<file path="config.mk">
export PLATFORM = sky130hd
export DESIGN_NAME = weight_csc_encoder_flat
export DESIGN_NICKNAME = d
export VERILOG_FILES = /design/src/rtl/weight_csc_encoder_if.sv /design/src/rtl/weight_csc_encoder.sv /design/src/flat_wrapper.sv
export SDC_FILE = /design/constraint.sdc
export NUM_CORES = 1
export LEC_CHECK = 0
export ABC_AREA = 1
export CAP_MARGIN = 10
export CORE_ASPECT_RATIO = 1.75
export CORE_UTILIZATION = 40
export CTS_BUF_LIST = sky130_fd_sc_hd__clkbuf_8
export DETAILED_ROUTE_END_ITERATION = 16
export GPL_TIMING_DRIVEN = 0
export HOLD_SLACK_MARGIN = 0.02
export PLACE_DENSITY_LB_ADDON = 0.1
export SYNTH_ARGS = -nofsm -noshare
export SYNTH_HDL_FRONTEND = slang
export SYNTH_SLANG_ARGS = --single-unit
export TNS_END_PERCENT = 5
</file>
<file path="constraint.sdc">
create_clock -name i_clk -period 6 [get_ports i_clk]
set_input_delay 1.5 -clock i_clk [delete_from_list [all_inputs] [get_ports i_clk]]
set_output_delay 1.5 -clock i_clk [all_outputs]
set_load 0.02 [all_outputs]
</file>
<file path="src/rtl/weight_csc_encoder_if.sv">
// Weight-memory read port between the CSC encoder (master) and the weight store (slave).
// Read data returns one cycle after the strobe.
interface weight_csc_encoder_if #(
  parameter int NZ_MAX = 9,
  parameter int DATA_W = 8
);
  localparam int AW = $clog2(NZ_MAX);

  logic              o_rd_en;
  logic [AW-1:0]     o_rd_addr;
  logic [DATA_W-1:0] i_rd_data;

  modport master (output o_rd_en, output o_rd_addr, input i_rd_data);
  modport slave  (input o_rd_en, input o_rd_addr, output i_rd_data);
endinterface

</file>
<file path="src/rtl/weight_csc_encoder.sv">
// Scans one dense R_LEN x K_LEN filter row-major and packs its nonzeros into value/row/col/pointer form.
// Fixed NZ_MAX+2 cycles from accepted start to finish pulse; start is ignored until back in IDLE.
module weight_csc_encoder #(
  parameter int R_LEN  = 3,
  parameter int K_LEN  = 3,
  parameter int DATA_W = 8,
  localparam int NZ_MAX = R_LEN * K_LEN,
  localparam int AW     = $clog2(NZ_MAX),
  localparam int CW     = AW + 1,
  localparam int RW     = $clog2(R_LEN) + 1,
  localparam int KW     = $clog2(K_LEN) + 1
) (
  input  logic                      i_clk,
  input  logic                      i_rst,
  input  logic                      i_start,
  weight_csc_encoder_if.master      rd,
  output logic                      o_busy,
  output logic                      o_finish,
  output logic [CW-1:0]             o_length,
  output logic [DATA_W-1:0]         o_val [0:NZ_MAX-1],
  output logic [RW-1:0]             o_r   [0:NZ_MAX-1],
  output logic [KW-1:0]             o_k   [0:NZ_MAX-1],
  output logic [CW-1:0]             o_ptr [0:R_LEN]
);

  typedef enum logic [1:0] {S_IDLE, S_SCAN, S_DRAIN, S_DONE} state_t;

  state_t        state, state_nxt;
  logic          rd_en;
  logic [AW-1:0] rd_addr;
  logic [RW-1:0] sr;
  logic [KW-1:0] sk;
  logic          cap_vld;
  logic [RW-1:0] cap_r;
  logic [KW-1:0] cap_k;
  logic [CW-1:0] cnt;
  logic          nz;
  logic [CW-1:0] cnt_nxt;
  logic          start_acc;

  assign rd.o_rd_en   = rd_en;
  assign rd.o_rd_addr = rd_addr;
  assign start_acc    = (state == S_IDLE) && i_start;
  assign nz           = |rd.i_rd_data;
  assign cnt_nxt      = cnt + CW'(nz);

  always_ff @(posedge i_clk or posedge i_rst) begin
    if (i_rst) state <= S_IDLE;
    else       state <= state_nxt;
  end

  always_comb begin
    state_nxt = state;
    rd_en     = 1'b0;
    o_busy    = 1'b0;
    o_finish  = 1'b0;
    case (state)
      S_IDLE:  if (i_start) state_nxt = S_SCAN;
      S_SCAN: begin
        rd_en  = 1'b1;
        o_busy = 1'b1;
        if (rd_addr == AW'(NZ_MAX - 1)) state_nxt = S_DRAIN;
      end
      S_DRAIN: begin
        o_busy    = 1'b1;
        state_nxt = S_DONE;
      end
      S_DONE: begin
        o_finish  = 1'b1;
        state_nxt = S_IDLE;
      end
      default: state_nxt = S_IDLE;
    endcase
  end

  // Issue counters (sr, sk) run alongside the address; their one-cycle-delayed copy tags returning data.
  always_ff @(posedge i_clk or posedge i_rst) begin
    if (i_rst) begin
      rd_addr  <= '0;
      sr       <= '0;
      sk       <= '0;
      cap_vld  <= 1'b0;
      cap_r    <= '0;
      cap_k    <= '0;
      cnt      <= '0;
      o_length <= '0;
      for (int i = 0; i < NZ_MAX; i++) begin
        o_val[i] <= '0;
        o_r[i]   <= '0;
        o_k[i]   <= '0;
      end
      for (int i = 0; i <= R_LEN; i++) o_ptr[i] <= '0;
    end else begin
      cap_vld <= rd_en;
      cap_r   <= sr;
      cap_k   <= sk;

      if (start_acc) begin
        rd_addr  <= '0;
        sr       <= '0;
        sk       <= '0;
        cnt      <= '0;
        o_length <= '0;
        for (int i = 0; i <= R_LEN; i++) o_ptr[i] <= '0;
      end else if (rd_en) begin
        if (rd_addr != AW'(NZ_MAX - 1)) rd_addr <= rd_addr + AW'(1);
        if (sk == KW'(K_LEN - 1)) begin
          sk <= '0;
          sr <= sr + RW'(1);
        end else begin
          sk <= sk + KW'(1);
        end
      end

      if (cap_vld) begin
        cnt <= cnt_nxt;
        for (int i = 0; i < NZ_MAX; i++) begin
          if (nz && (cnt == CW'(i))) begin
            o_val[i] <= rd.i_rd_data;
            o_r[i]   <= cap_r;
            o_k[i]   <= cap_k;
          end
        end
        // Row end: the next row's pointer includes this element when it is nonzero.
        if (cap_k == KW'(K_LEN - 1)) begin
          for (int i = 0; i < R_LEN; i++) begin
            if (cap_r == RW'(i)) o_ptr[i+1] <= cnt_nxt;
          end
        end
      end

      if (state == S_DRAIN) o_length <= cnt_nxt;
    end
  end

endmodule

</file>
<file path="src/flat_wrapper.sv">
// flat-port wrapper written by rule: the top's interface ports become plain ports
module weight_csc_encoder_flat 
#(
  parameter int R_LEN  = 3,
  parameter int K_LEN  = 3,
  parameter int DATA_W = 8,
  localparam int NZ_MAX = R_LEN * K_LEN,
  localparam int AW     = $clog2(NZ_MAX),
  localparam int CW     = AW + 1,
  localparam int RW     = $clog2(R_LEN) + 1,
  localparam int KW     = $clog2(K_LEN) + 1
)
  (i_clk, i_rst, i_start, o_busy, o_finish, o_length, o_val, o_r, o_k, o_ptr, rd_o_rd_en, rd_o_rd_addr, rd_i_rd_data);
  weight_csc_encoder_if #(.DATA_W(DATA_W)) rd_i ();
  input  logic i_clk;
  input  logic i_rst;
  input  logic i_start;
  output logic o_busy;
  output logic o_finish;
  output logic [CW-1:0] o_length;
  output logic [DATA_W-1:0] o_val[0:NZ_MAX-1];
  output logic [RW-1:0] o_r[0:NZ_MAX-1];
  output logic [KW-1:0] o_k[0:NZ_MAX-1];
  output logic [CW-1:0] o_ptr[0:R_LEN];
  output wire logic [$bits(rd_i.o_rd_en)-1:0] rd_o_rd_en;
  output wire logic [$bits(rd_i.o_rd_addr)-1:0] rd_o_rd_addr;
  input wire logic [$bits(rd_i.i_rd_data)-1:0] rd_i_rd_data;
  assign rd_o_rd_en = rd_i.o_rd_en;
  assign rd_o_rd_addr = rd_i.o_rd_addr;
  assign rd_i.i_rd_data = rd_i_rd_data;
  weight_csc_encoder #(.R_LEN(R_LEN), .K_LEN(K_LEN), .DATA_W(DATA_W)) u_core (.i_clk(i_clk), .i_rst(i_rst), .i_start(i_start), .rd(rd_i), .o_busy(o_busy), .o_finish(o_finish), .o_length(o_length), .o_val(o_val), .o_r(o_r), .o_k(o_k), .o_ptr(o_ptr));
endmodule
</file>
==> results by group <==
Status
  • Status: finished, final reports clean

Routing
  • Initial DRC Count: 286
  • DR vias/cell: 4.87
  • Final ANT Viol Nets: 0
  • Drt pass-1 iters: 5
  • Final wirelength: 20.5 mm
  • Routed length per instance: 16.8 um
  • DRC viols: 0
  • Detailed-route via count: 5,944

STA
  • TNS Setup: 0 ns
  • Crit share post-route: 0.591
  • Clk_skew: 0.0197 ns
  • Final Hold Slack: 0.420 ns
  • Min cycle time layout: 3.54 ns
  • Slew @ Worst Pin: 1.02 ns
  • RSZ-0062 raised after global routing: false
  • Slew margin rel.: 0.322
  • Final Hold Vio Count: 0
  • Max-slew violations: 0
  • Final WS setup: 2.46 ns
  • Fmax: 282 MHz
  • Final setup viols: 0

Yosys
  • Post-synth EDFFs: 0
  • Leading area contributor after synthesis: dfrtp_1
  • Post-Syn Area: 7350 um2
  • Largest cells by area after synthesis: dfrtp_1 (58%), nand2_1 (16%), nand3_1 (4.4%)
  • Syn. warnings: 0
  • Asr flop ratio synth: 1.00
  • Most frequent cells after synthesis: nand2_1 (308), dfrtp_1 (170), nand3_1 (65)
  • Most frequent cell after synthesis: nand2_1
  • Syn avg cell area: 9.29 um2
  • Sequential area share after synthesis: 0.578
  • Synth cell types: 32
  • Post-synth top flop: dfrtp_1
  • Synth Register Bits: 170
  • Top cell type's share of synthesized area: 0.578
  • Synth Instances: 792

Clock network
  • PostCTS Resize Cnt: 0
  • H-tree Lvls: 4
  • Clock tree buffer depth: 2
  • Root Driver: clkbuf_8
  • CTS Buf Count: 17
  • Post-CTS Setup Repair Bufs: 0
  • Clk pin slew, worst setup/hold paths: 0.09 ns
  • Cts hold-fix bufs: 0
  • CTS tree: done
  • Clock Latency Late Sink: 0.46 ns
  • Sinks on Clock Net: 170

Final layout
  • Multi-input logic area: 2610 um2
  • Nets: 995
  • Reg area: 4250 um2
  • Post-route cell area: 9670 um2
  • Area Growth Syn to Fin: 31.5%
  • Share of layout cells above drive strength 1: 0.134
  • Number of diodes: 0
  • Fillers: 1,738
  • Final std cells w/o fill: 1,221

Die
  • Die area: 19,000 um2
  • Core outline area: 18,100 um2
  • Cell Rows: 65
  • Die Width: 105 um
  • Initial Util: 0.407
  • Die height: 181 um
  • Ports: 169

Placement
  • Cell Count Post-Placement: 1,189
  • Pre-CTS setup slack: 2.27 ns
  • RD Place Congestion: 0.791
  • Port buffer count: 155
  • Area after DPL: 9300 um2
  • DP Wirelength: 14.6 mm

Worst setup path
  • CP max FO: 8
  • Critical Path RT: 4.50 ns
  • CP endpoint kind: output port
  • Setup Crit Path Kind: flip-flop to output port
  • Startpoint class of the critical path: flip-flop
  • Worst path arrival time: 2.04 ns

Global route
  • First-pass GRT wire length: 32.7 mm
  • Largest net degree at the start of global routing: 42
  • Vias in the first global route: 5,863
  • All-Layer GR Usage: 0.228
  • Initial antenna violation count: 0
  • GRT overflow: 0

Power
  • Peak supply drop: 301 uV
  • Leakage: 4.75 nW
  • Power density over the cells: 502 nW/um2

Flow run
  • Max Cap Violations: 0

Worst hold path
  • Worst hold path class: flip-flop to flip-flop
## path summary, 6_finish.rpt
kind | startpoint | endpoint | slack (ns) | depth (start not counted)
max | u_core.state[1] | rd_o_rd_en | 2.46 | 3
min | u_core.sr[1] | u_core.cap_r[1] | 0.42 | 0
max reg2reg | u_core.state[1] | u_core.cnt[2] | 4.15 | 6
min reg2reg | u_core.sr[1] | u_core.cap_r[1] | 0.42 | 0
max in group asynchronous | i_rst | u_core.o_val[38] | 3.70 | 4
min in group asynchronous | i_rst | u_core.o_val[15] | 1.43 | 2
## where the power goes
group | total, W | switching (W) | internal, W
clock | 0.000786 | 0.000450 | 0.000336
combinational | 0.00223 | 0.00130 | 0.000933
sequential | 0.00184 | 0.000281 | 0.00156
total | 0.00486 | 0.00203 | 0.00283
## per-layer routing
| metal | GRT usage | part of all wire | wire length [um] | vias to the layer above |
|---|---|---|---|---|
| met5 | 0 | 0 | 0 | - |
| met4 | 0.0954 | 0.032 | 647 | 0 |
| met3 | 0.0416 | 0.045 | 928 | 36 |
| met2 | 0.406 | 0.53 | 10900 | 174 |
| met1 | 0.267 | 0.39 | 7990 | 2850 |
| li1 | - | - | - | 2884 |
## stage by stage
stage / power, W / util
finish: 0.00486 / 0.536
global route: 0.00517 / 0.536
CTS: 0.00491 / 0.536
detailed placement: 0.00412 / 0.515
global placement: 0.00408 / 0.511
floorplan: 0.00303 / -
## cells in the final DEF, fill, tap and decap left out, types with 2 or more instances in the layout
master / count
nand3_1: 65
nand4_1: 17
conb_1: 5
buf_4: 17
nand2_2: 14
nor2_4: 8
nand3_2: 3
nor2_1: 9
nand2_1: 308
inv_8: 2
ha_1: 10
clkdlybuf4s50_1: 155
nor2_2: 6
a21oi_1: 3
nor2_8: 3
inv_2: 12
clkbuf_1: 10
xor2_1: 3
clkbuf_8: 17
inv_6: 3
clkinv_4: 3
buf_6: 12
nand2_4: 7
nor3_1: 4
dfrtp_1: 170
o21ai_1: 31
buf_12: 4
buf_2: 10
o21ai_0: 34
inv_1: 24
o22ai_1: 5
clkinvlp_4: 5
## area by class of cell
cell class	instances	share of cell area
clock buffer	17	0.0242
tap	234	0.0303
inverter	36	0.0144
clock inverter	15	0.0147
buffer	51	0.0383
multi-input combinational	539	0.270
timing repair buffer	159	0.169
sequential	170	0.440
## kinds of logic after synthesis
| kind of cell | Yosys count | synth area share |
|---|---|---|
| adder cells (fa/ha/maj) | 10 | 0.0170 |
| flip-flops | 170 | 0.578 |
| buffers and inverters | 87 | 0.0687 |
| XOR/XNOR | 4 | 0.00476 |
| AO/OA/AOI/OAI | 73 | 0.0505 |
| AND/OR/NAND/NOR | 447 | 0.280 |
| other | 1 | 0.000510 |
## state kept, by name, summed over array words and instances, names as in the netlist, 4 cells and up
| register | cells |
|---|---|
| u_core.o_val | 72 |
| u_core.o_k | 27 |
| u_core.o_r | 27 |
| u_core.o_ptr | 15 |
| u_core.cnt | 5 |
| u_core.o_length | 5 |
| u_core.rd.o_rd_addr | 4 |
## critical path: stages, from the launching register on
cell             delay (ns)
dfrtp_1                0.43
inv_1                  0.13
ha_1                   0.36
clkdlybuf4s50_1        0.67
No activity file was read; power rests on OpenSTA's default activity.
